[config.mk]
export PLATFORM = sky130hd
export DESIGN_NAME = ov7670_capture
export DESIGN_NICKNAME = d
export VERILOG_FILES = /design/src/rtl/ov7670_capture.sv
export SDC_FILE = /design/constraint.sdc
export NUM_CORES = 1
export LEC_CHECK = 0
export CORE_MARGIN = 10
export CORE_UTILIZATION = 53
export DETAILED_ROUTE_END_ITERATION = 7
export PLACE_DENSITY = 0.79
export RECOVER_POWER = 50
export SYNTH_ARGS = -nofsm -noshare
export SYNTH_HDL_FRONTEND = slang
export SYNTH_SLANG_ARGS = --single-unit
[constraint.sdc]
create_clock -name CLK_I -period 2.93 [get_ports CLK_I]
set_input_delay 0.293 -clock CLK_I [delete_from_list [all_inputs] [get_ports CLK_I]]
set_output_delay 0.293 -clock CLK_I [all_outputs]
set_load 0.005 [all_outputs]
[src/rtl/ov7670_capture.sv]
// OV7670 capture front end: turns the camera's RGB444 byte stream into
// 12-bit pixel writes for a linear frame buffer, with optional 2:1
// decimation on both axes, overflow detection and an end-of-frame pulse.
//
//   state      | meaning
//   -----------+-----------------------------------------------------------
//   IDLE       | capture disabled, waiting for ENABLE_I
//   WAIT_FRAME | armed, waiting for the VSYNC falling edge that opens a frame
//   CAPTURE    | frame in progress, assembling and writing pixels
module ov7670_capture #(
    parameter int IMG_W    = 160,
    parameter int IMG_H    = 120,
    parameter int DECIM_EN = 1
) (
    input  logic        CLK_I,
    input  logic        RST_I,
    input  logic        ENABLE_I,
    input  logic        CAM_VSYNC_I,
    input  logic        CAM_HREF_I,
    input  logic [7:0]  CAM_DATA_I,
    output logic        WR_EN_O,
    output logic [15:0] WR_ADDR_O,
    output logic [11:0] WR_DATA_O,
    output logic        FRAME_DONE_O,
    output logic        OVERFLOW_O
);

    typedef enum logic [1:0] {
        IDLE       = 2'd0,
        WAIT_FRAME = 2'd1,
        CAPTURE    = 2'd2
    } state_t;

    localparam logic [16:0] DEPTH = 17'(IMG_W * IMG_H);
    localparam logic        DECIM = (DECIM_EN != 0);

    state_t      state;
    state_t      state_nxt;

    logic        vsync_q;
    logic        vsync_qq;
    logic        href_q;
    logic        href_qq;
    logic [7:0]  data_q;

    logic        phase;
    logic [3:0]  red;
    // Only the parity of the pixel and line indices decides decimation,
    // so the indices are kept modulo 2.
    logic        pix_odd;
    logic        line_odd;
    logic [16:0] wr_count;
    logic        done_pend;

    logic        vsync_rise;
    logic        vsync_fall;
    logic        href_rise;
    logic        href_fall;
    logic        in_capture;
    logic        frame_start;
    logic        frame_end;
    logic        pix_done;
    logic        pix_keep;
    logic        room;

    assign vsync_rise  = vsync_q & ~vsync_qq;
    assign vsync_fall  = ~vsync_q & vsync_qq;
    assign href_rise   = href_q & ~href_qq;
    assign href_fall   = ~href_q & href_qq;
    assign in_capture  = (state == CAPTURE);
    assign frame_start = (state == WAIT_FRAME) & vsync_fall;
    assign frame_end   = in_capture & vsync_rise;
    assign pix_done    = in_capture & href_q & phase;
    assign pix_keep    = pix_done & (~DECIM | (~pix_odd & ~line_odd));
    assign room        = (wr_count < DEPTH);

    // State register
    always_ff @(posedge CLK_I or posedge RST_I) begin
        if (RST_I) begin
            state <= IDLE;
        end else begin
            state <= state_nxt;
        end
    end

    // Next-state logic; ENABLE_I only matters at frame boundaries
    always_comb begin
        state_nxt = state;
        case (state)
            IDLE: begin
                if (ENABLE_I) state_nxt = WAIT_FRAME;
            end
            WAIT_FRAME: begin
                if (vsync_fall) state_nxt = CAPTURE;
            end
            CAPTURE: begin
                if (vsync_rise) state_nxt = ENABLE_I ? WAIT_FRAME : IDLE;
            end
            default: state_nxt = IDLE;
        endcase
    end

    // Single register stage on the camera inputs, plus one history stage for edges
    always_ff @(posedge CLK_I or posedge RST_I) begin
        if (RST_I) begin
            vsync_q  <= 1'b0;
            vsync_qq <= 1'b0;
            href_q   <= 1'b0;
            href_qq  <= 1'b0;
            data_q   <= '0;
        end else begin
            vsync_q  <= CAM_VSYNC_I;
            vsync_qq <= vsync_q;
            href_q   <= CAM_HREF_I;
            href_qq  <= href_q;
            data_q   <= CAM_DATA_I;
        end
    end

    // Byte phase, red nibble latch and pixel/line parity tracking
    always_ff @(posedge CLK_I or posedge RST_I) begin
        if (RST_I) begin
            phase    <= 1'b0;
            red      <= '0;
            pix_odd  <= 1'b0;
            line_odd <= 1'b0;
        end else begin
            // Phase drops to 0 whenever HREF is low, so a dangling odd byte is lost.
            if (in_capture && href_q) begin
                phase <= ~phase;
                if (!phase) red <= data_q[3:0];
            end else begin
                phase <= 1'b0;
            end

            if (href_rise) begin
                pix_odd <= 1'b0;
            end else if (pix_done) begin
                pix_odd <= ~pix_odd;
            end

            if (frame_start) begin
                line_odd <= 1'b0;
            end else if (in_capture && href_fall) begin
                line_odd <= ~line_odd;
            end
        end
    end

    // Write port, overflow flag and end-of-frame pulse
    always_ff @(posedge CLK_I or posedge RST_I) begin
        if (RST_I) begin
            WR_EN_O      <= 1'b0;
            WR_ADDR_O    <= '0;
            WR_DATA_O    <= '0;
            FRAME_DONE_O <= 1'b0;
            OVERFLOW_O   <= 1'b0;
            wr_count     <= '0;
            done_pend    <= 1'b0;
        end else begin
            WR_EN_O <= 1'b0;
            // A pixel finishing on the closing edge is written first; the
            // done pulse then slips one cycle so it follows that write.
            FRAME_DONE_O <= (frame_end & ~pix_done) | done_pend;
            done_pend    <= frame_end & pix_done;

            if (pix_keep) begin
                if (room) begin
                    WR_EN_O   <= 1'b1;
                    WR_ADDR_O <= wr_count[15:0];
                    WR_DATA_O <= {red, data_q};
                    wr_count  <= wr_count + 17'd1;
                end else begin
                    OVERFLOW_O <= 1'b1;
                end
            end

            if (frame_start) begin
                wr_count   <= '0;
                OVERFLOW_O <= 1'b0;
            end

            if (frame_end) begin
                wr_count <= '0;
            end
        end
    end

endmodule

==> impl_metrics.xml <==
<?xml version="1.0" encoding="UTF-8"?>
<metrics>
  <group name="final_layout">
    <metric name="final_area" unit="mm2">0.003528</metric>
    <metric name="antenna_cells" unit="">0</metric>
    <metric name="post_route_cells_drive_above_1_share" unit="%">13.01</metric>
    <metric name="areaGrowthSynthToFinish" unit="%">24.83</metric>
    <metric name="finish.net_count" unit="">301</metric>
  </group>
  <group name="timing">
    <metric name="timing_max_transition_violations_final" unit="">0</metric>
    <metric name="tns" unit="ps">0</metric>
    <metric name="timing.slew.headroom" unit="%">23.99</metric>
    <metric name="post-route-period-util" unit="%">85.76</metric>
    <metric name="finalSetupViolCount" unit="">0</metric>
    <metric name="clock_skew" unit="ps">10.27</metric>
    <metric name="report.final.hold_viol_count" unit="">0</metric>
    <metric name="tightest_slew" unit="ps">1139</metric>
    <metric name="final.min_clock_period" unit="ps">2513</metric>
    <metric name="grt_setup_unrepaired" unit="">false</metric>
    <metric name="max_clock_freq" unit="GHz">0.3980</metric>
    <metric name="layout_setup_ws" unit="ps">417.2</metric>
  </group>
  <group name="synthesis">
    <metric name="postSynthCellCount" unit="">237</metric>
    <metric name="synth_seq_cells" unit="">70</metric>
    <metric name="synth-async-reset-ratio" unit="%">100.0</metric>
    <metric name="syn-cell-area" unit="mm2">0.002826</metric>
    <metric name="synth.top_cells.by_count" unit="">70 x sky130_fd_sc_hd__dfrtp_1, 55 x sky130_fd_sc_hd__nand2_1, 14 x sky130_fd_sc_hd__mux2_2</metric>
    <metric name="syn-mean-instance-area" unit="um2">11.93</metric>
    <metric name="yosys.cell_count.top_type" unit="">sky130_fd_sc_hd__dfrtp_1</metric>
    <metric name="synth_nets" unit="">251</metric>
    <metric name="yosysTopAreaCellShare" unit="%">61.97</metric>
    <metric name="synth_seq_area_share" unit="%">61.97</metric>
    <metric name="synth_warnings" unit="">0</metric>
    <metric name="synth_top_area_cell" unit="">sky130_fd_sc_hd__dfrtp_1</metric>
    <metric name="synth_area_leaders" unit="">sky130_fd_sc_hd__dfrtp_1 62%, sky130_fd_sc_hd__nand2_1 7.3%, sky130_fd_sc_hd__mux2_2 5.6%</metric>
    <metric name="synthFlopType" unit="">sky130_fd_sc_hd__dfrtp_1</metric>
    <metric name="synth-edff-count" unit="">0</metric>
    <metric name="netlist-cell-type-count" unit="">40</metric>
  </group>
  <group name="min_path">
    <metric name="min_path_type" unit="">reg -&gt; reg</metric>
  </group>
  <group name="clock_network">
    <metric name="cts_tree" unit="">done</metric>
    <metric name="cts_h_tree_depth" unit="">3</metric>
    <metric name="cts.hold.buffers_added" unit="">0</metric>
    <metric name="post_cts_buffers" unit="">0</metric>
    <metric name="clkTransAtPathRegs" unit="ps">70</metric>
    <metric name="cts_buffers" unit="">9</metric>
    <metric name="clock_sink_count" unit="">70</metric>
    <metric name="post_cts_resized" unit="">0</metric>
    <metric name="clk_root_buffer_cell" unit="">sky130_fd_sc_hd__clkbuf_8</metric>
    <metric name="worst_skew_pair.late_latency" unit="ps">340</metric>
    <metric name="max-clock-path-buffers" unit="">2</metric>
  </group>
  <group name="critical_path">
    <metric name="critPathRequiredTime" unit="ps">3150</metric>
    <metric name="startpoint_type" unit="">register</metric>
    <metric name="critPathMaxFanout" unit="">27</metric>
    <metric name="slack_of_the_worst_reg_to_reg_path" unit="ps">420</metric>
    <metric name="critical_path.startpoint" unit="">state[0]$_DFFE_PP0P_</metric>
    <metric name="timing.rr.end" unit="">WR_ADDR_O[8]$_DFFE_PP0P_</metric>
    <metric name="critical_path.endpoint_type" unit="">register</metric>
    <metric name="cp.arrival" unit="ps">2730</metric>
    <metric name="r2r-start" unit="">state[0]$_DFFE_PP0P_</metric>
    <metric name="timing.critical_path.to" unit="">WR_ADDR_O[8]$_DFFE_PP0P_</metric>
    <metric name="rr_worst_depth" unit="">5</metric>
    <metric name="timing.setup.critical_path_class" unit="">reg -&gt; reg</metric>
  </group>
  <group name="die">
    <metric name="row_count" unit="">26</metric>
    <metric name="dieHeight" unit="um">93.03</metric>
    <metric name="core_region_area" unit="mm2">0.005140</metric>
    <metric name="die_x" unit="um">93.03</metric>
    <metric name="ioPinCount" unit="">44</metric>
    <metric name="die_area" unit="mm2">0.008654</metric>
    <metric name="start_util" unit="%">54.99</metric>
  </group>
  <group name="drt">
    <metric name="drt_drc_violations_left" unit="">0</metric>
    <metric name="drt-total-wl" unit="um">5525</metric>
    <metric name="post_drt_via_cell_ratio" unit="">5.282</metric>
    <metric name="routed_wire_length_per_instance" unit="um">15.26</metric>
    <metric name="first_pass_iters" unit="">4</metric>
    <metric name="antenna_left" unit="">0</metric>
    <metric name="detailedRoute.firstIterationViolations" unit="">79</metric>
    <metric name="routed_vias" unit="">1912</metric>
  </group>
  <group name="grt">
    <metric name="grt_max_degree" unit="">33</metric>
    <metric name="track_usage" unit="%">13.88</metric>
    <metric name="grt_first_pass_wirelength" unit="um">9425</metric>
    <metric name="initial_antenna_violation_count" unit="">0</metric>
    <metric name="gr-total-overflow" unit="">0</metric>
    <metric name="vias_in_the_first_global_route" unit="">1953</metric>
  </group>
  <group name="place">
    <metric name="dp_hpwl" unit="um">3960</metric>
    <metric name="post-place-ws" unit="ps">432.0</metric>
    <metric name="gp_congestion" unit="">0.8912</metric>
    <metric name="port-buffer-count" unit="">43</metric>
    <metric name="place_area" unit="mm2">0.003314</metric>
  </group>
  <group name="outcome">
    <metric name="status" unit="">finished, final reports clean</metric>
  </group>
  <group name="flow_run">
    <metric name="maxCapViolations" unit="">0</metric>
  </group>
  <group name="power_and_ir_drop">
    <metric name="p_leak" unit="nW">1.625</metric>
    <metric name="cellPowerDensity" unit="mW/mm2">608.6</metric>
    <metric name="max-vdd-ir-drop" unit="uV">366.4</metric>
  </group>
</metrics>
## layer usage
| layer | vias up | routed length [um] | global-route usage, % | part of all wire [%] |
|---|---|---|---|---|
| met5 | - | 0 | 0 | 0 |
| met2 | 38 | 2677 | 21.85 | 48 |
| met4 | 0 | 101 | 7.841 | 1.8 |
| li1 | 919 | - | - | - |
| met3 | 11 | 277 | 4.476 | 5.0 |
| met1 | 944 | 2468 | 16.44 | 45 |
## cell type report
| cell class | instances | area, um2 |
|---|---|---|
| multi-input combinational | 156 | 1002 |
| clock inverter | 6 | 93.84 |
| clock buffer | 10 | 127.6 |
| inverter | 4 | 20.02 |
| timing repair buffer | 46 | 445.4 |
| fill | 416 | 1612 |
| sequential | 70 | 1752 |
| tap | 70 | 87.58 |
## how the worst min path moves through the flow
stage / end / slack [ps] / cells past startpoint / startpoint
6_report: FRAME_DONE_O$_DFF_PP0_ / 430 / 1 / done_pend$_DFF_PP0_
5_1_grt: FRAME_DONE_O$_DFF_PP0_ / 450 / 1 / done_pend$_DFF_PP0_
4_1_cts: data_q[3]$_DFF_PP0_ / 360 / 2 / RST_I
3_5_place_dp: FRAME_DONE_O$_DFF_PP0_ / 420 / 1 / done_pend$_DFF_PP0_
3_3_place_gp: FRAME_DONE_O$_DFF_PP0_ / 410 / 1 / done_pend$_DFF_PP0_
2_1_floorplan: data_q[0]$_DFF_PP0_ / 320 / 0 / CAM_DATA_I[0]
## per-stage QoR
stage                     hold WS [ps]  total power (W)  utilization, %  instances
after floorplan                  324.4         0.001221               -        237
after global placement           411.2         0.001316           64.48        346
after detailed placement         418.4         0.001325           64.48        346
after CTS                        360.6         0.002167           68.79        362
after global routing             445.3         0.002245           68.65        362
final                            433.4         0.002147           68.65        362
## worst max-delay path: stages (launching register included)
cell	delay [ps]
sky130_fd_sc_hd__dfrtp_1	440
sky130_fd_sc_hd__or4b_1	540
sky130_fd_sc_hd__nor2_1	360
sky130_fd_sc_hd__nand3_4	350
sky130_fd_sc_hd__inv_6	330
sky130_fd_sc_hd__mux2_2	360
## cells in the final DEF, fill, tap and decap left out, types with 5 or more instances in the layout
master / instances
sky130_fd_sc_hd__o21ai_0: 7
sky130_fd_sc_hd__clkdlybuf4s50_1: 32
sky130_fd_sc_hd__o21a_1: 6
sky130_fd_sc_hd__a21oi_1: 6
sky130_fd_sc_hd__and2_1: 5
sky130_fd_sc_hd__xor2_1: 5
sky130_fd_sc_hd__nor2_1: 11
sky130_fd_sc_hd__mux2_2: 14
sky130_fd_sc_hd__clkbuf_8: 9
sky130_fd_sc_hd__dfrtp_1: 70
sky130_fd_sc_hd__nand2_1: 55
sky130_fd_sc_hd__nand4_1: 6
sky130_fd_sc_hd__dlygate4sd3_1: 11
## cell families after synthesis
group / after synthesis / synth area share, %
adders and majority gates: 1 / 0.4426
buffers and inverters: 11 / 2.568
xor gates and xnor gates: 7 / 2.169
DFF: 70 / 61.97
and+or+nand+nor: 106 / 19.17
AOI/OAI and AO/OA: 23 / 5.622
muxes: 19 / 8.057
## power by group
part / switching, W / total, W / internal [W]
clock network: 0.000360 / 0.000845 / 0.000485
logic: 0.0000962 / 0.000209 / 0.000112
registers: 0.0000539 / 0.00109 / 0.00104
## sequential cells by signal (all words and copies together) (netlist names), 2 cells and up
name,cells
WR_DATA_O,12
state,2
red,4
wr_count,17
WR_ADDR_O,16
data_q,8
No activity file was read; power rests on OpenSTA's default activity.
==> RTL change, RTL diff (same settings) <==
Register the output `WR_ADDR_O` once more, cleared by the reset; this adds one clock of latency there. The other outputs are not delayed to match.
--- a/src/rtl/ov7670_capture.sv
+++ b/src/rtl/ov7670_capture.sv
@@ -35,4 +35,6 @@
     localparam logic        DECIM = (DECIM_EN != 0);
 
+    logic [15:0] WR_ADDR_O_s0;
+
     state_t      state;
     state_t      state_nxt;
@@ -152,5 +154,5 @@
         if (RST_I) begin
             WR_EN_O      <= 1'b0;
-            WR_ADDR_O    <= '0;
+            WR_ADDR_O_s0 <= '0;
             WR_DATA_O    <= '0;
             FRAME_DONE_O <= 1'b0;
@@ -168,5 +170,5 @@
                 if (room) begin
                     WR_EN_O   <= 1'b1;
-                    WR_ADDR_O <= wr_count[15:0];
+                    WR_ADDR_O_s0 <= wr_count[15:0];
                     WR_DATA_O <= {red, data_q};
                     wr_count  <= wr_count + 17'd1;
@@ -187,4 +189,12 @@
     end
 
+    always_ff @(posedge CLK_I or posedge RST_I) begin
+        if (RST_I) begin
+            WR_ADDR_O <= '0;
+        end else begin
+            WR_ADDR_O <= WR_ADDR_O_s0;
+        end
+    end
+
 endmodule
 
Function: changed (a bounded check fails within 10 cycles, from zero or initial values and one cycle with RST_I high).
==> RTL change against the original RTL <==
  * The run now ends with capacitance limit, slew limit left
  * Fmax rose by 22%
  * Final area grew 8.4%
  * Register-to-register slack improved by 490 ps
  * Critical path type is now in -> async
  * Total power increased by 4.3%
  * Highest routed layer unchanged
  * Sequential cell count is 16 higher
  * Clock skew is 1.7 ps lower
  * Cell count is 11% higher
  * Clock power down 13%
  * Worst setup slack gained 450 ps
  * Wire length is 4.3% lower
  * Synthesized area up 11%
  * Largest cell class unchanged
==> RTL change: results (changes against the original RTL) <==
[status]
status = complete, but fails checks  ; was completed
violations = capacitance limit, slew limit

[synthesis]
yosysMostFrequentCell = nand2_1  ; was dfrtp_1
ys_seq_area_frac = 0.684  ; was 0.620
syn_nets = 289  ; was 251
synthTopCellsByCount = 93 x nand2_1, 86 x dfrtp_1, 18 x nor2_1, 10 x xnor2_1  ; was 70 x dfrtp_1, 55 x nand2_1, 14 x mux2_2, 11 x nor2_1, 7 x o21ai_0
synthTopCellsByArea = dfrtp_1 68%, nand2_1 11%, xnor2_1 2.8%  ; was dfrtp_1 62%, nand2_1 7.3%, mux2_2 5.6%

[final_layout]
reg_top3 = wr_count x17, WR_ADDR_O x16, WR_ADDR_O_s0 x16  ; was wr_count x17, WR_ADDR_O x16, WR_DATA_O x12
drive_above_1_share = 0.0859  ; was 0.130
fin_nets = 337  ; was 301
diodes = 0  ; unchanged

[placed_design]
post-dp-hpwl_um = 3640  ; was 3960 um
place.gp.congestion = 0.809  ; was 0.891

[grt]
grtUsageTotal = 0.118  ; was 0.139
grt_start_max_net_pins = 41  ; was 33
grt_util_met1 = 0.139  ; was 0.164
grtUsageMet2 = 0.180  ; was 0.218
grt_pass1_wl_um = 9290  ; was 9430 um
grt_pass1_vias = 2020  ; was 1953
grtUsageMet3 = 0.0505  ; was 0.0448

[critical_path]
crit_arrival_ps = 2490  ; was 2730 ps
cp_max_fo = 40  ; was 27
max_stage_delay_ps = 960  ; was 540 ps
r2r_end = wr_count[3]  ; was WR_ADDR_O[8]
ff2ff_setup_slack_ps = 910  ; was 420 ps
slowest_stage = clkinvlp_2  ; was or4b_1
r2r-start = wr_count[13]  ; was state[0]
cp_top_family = buffers and inverters  ; was simple AND/OR/NAND/NOR gates
ff2ff_path_depth = 6  ; was 5

[worst_hold_path]
worstHoldStart = WR_ADDR_O_s0[3]  ; was done_pend
whs_path_depth = 0  ; was 1
hold_class = reg -> reg  ; unchanged
hold_end = WR_ADDR_O[3]  ; was FRAME_DONE_O

[timing]
drv_slew = 41  ; was 0
relSlewSlack = -0.110  ; was 0.240
skew_ps = 8.61  ; was 10.3 ps

[cts]
cts_buffers = 9  ; unchanged
post_cts_resized = 0  ; unchanged

[detailed_routing]
drt_iter0_drc = 184  ; was 79
wl_per_cell_um = 13.2  ; was 15.3 um
viasPerCell = 4.98  ; was 5.28

[power]
leakagePower_uw = 0.00187  ; was 0.00162 uW
ir_worst_vdd_mv = 0.551  ; was 0.366 mV

[flow_run]
drv_cap = 1  ; was 0

[RTL change: final cells by class]
| type | instances | area, um2 |
|---|---|---|
| well taps | 75 | 93.8 |
| repair buffers | 46 | 448 |
| inverters | 4 | 16.3 |
| flip-flops and latches | 86 | 2150 |
| clock buffers | 13 | 169 |
| fillers | 454 | 2030 |
| clock inverters | 1 | 5.00 |
| multi-input cells | 176 | 941 |
[RTL change: worst max path at each step]
stage          slack (ps)            to         start  cells past startpoint
2_1_floorplan         420  FRAME_DONE_O         RST_I                      1
3_3_place_gp         1000   wr_count[4]   wr_count[8]                      6
3_5_place_dp          950   wr_count[3]  wr_count[13]                      6
4_1_cts               930   wr_count[3]  wr_count[13]                      6
5_1_grt               470  WR_DATA_O[6]         RST_I                      3
6_report              870        red[2]         RST_I                      3
[RTL change: routing by layer]
| metal | vias up | part of all wire |
|---|---|---|
| li1 | 989 | - |
| met1 | 949 | 0.45 |
| met2 | 47 | 0.46 |
| met3 | 11 | 0.062 |
| met4 | 0 | 0.026 |
| met5 | - | 0 |
[RTL change: logic make-up after synthesis]
kind of cell | count (synthesis) | share of synthesized area
and+or+nand+nor | 143 | 0.204
DFF | 86 | 0.684
AOI/OAI and AO/OA | 14 | 0.0370
xor gates and xnor gates | 13 | 0.0362
buffers and inverters | 13 | 0.0175
muxes | 5 | 0.0175
adders and majority gates | 1 | 0.00397
[RTL change: power breakdown]
| part | total, uW | internal (uW) | switching [uW] | leakage (uW) |
|---|---|---|---|---|
| Sequential | 1310 | 1260 | 44.9 | 0.00116 |
| Clock | 735 | 367 | 368 | 0.0000914 |
| Combinational | 200 | 106 | 93.8 | 0.000621 |
| Total | 2240 | 1730 | 507 | 0.00187 |
[RTL change: through the flow]
step	cell area, um2	hold WS [ps]	worst slack, ps	instances	power, uW
after global routing	3820	386	472	401	2350
final	3820	374	871	401	2240
after global placement	3660	360	999	387	1530
after CTS	3830	368	930	401	2270
after detailed placement	3660	357	953	387	1540
after floorplan	3150	324	415	275	1440
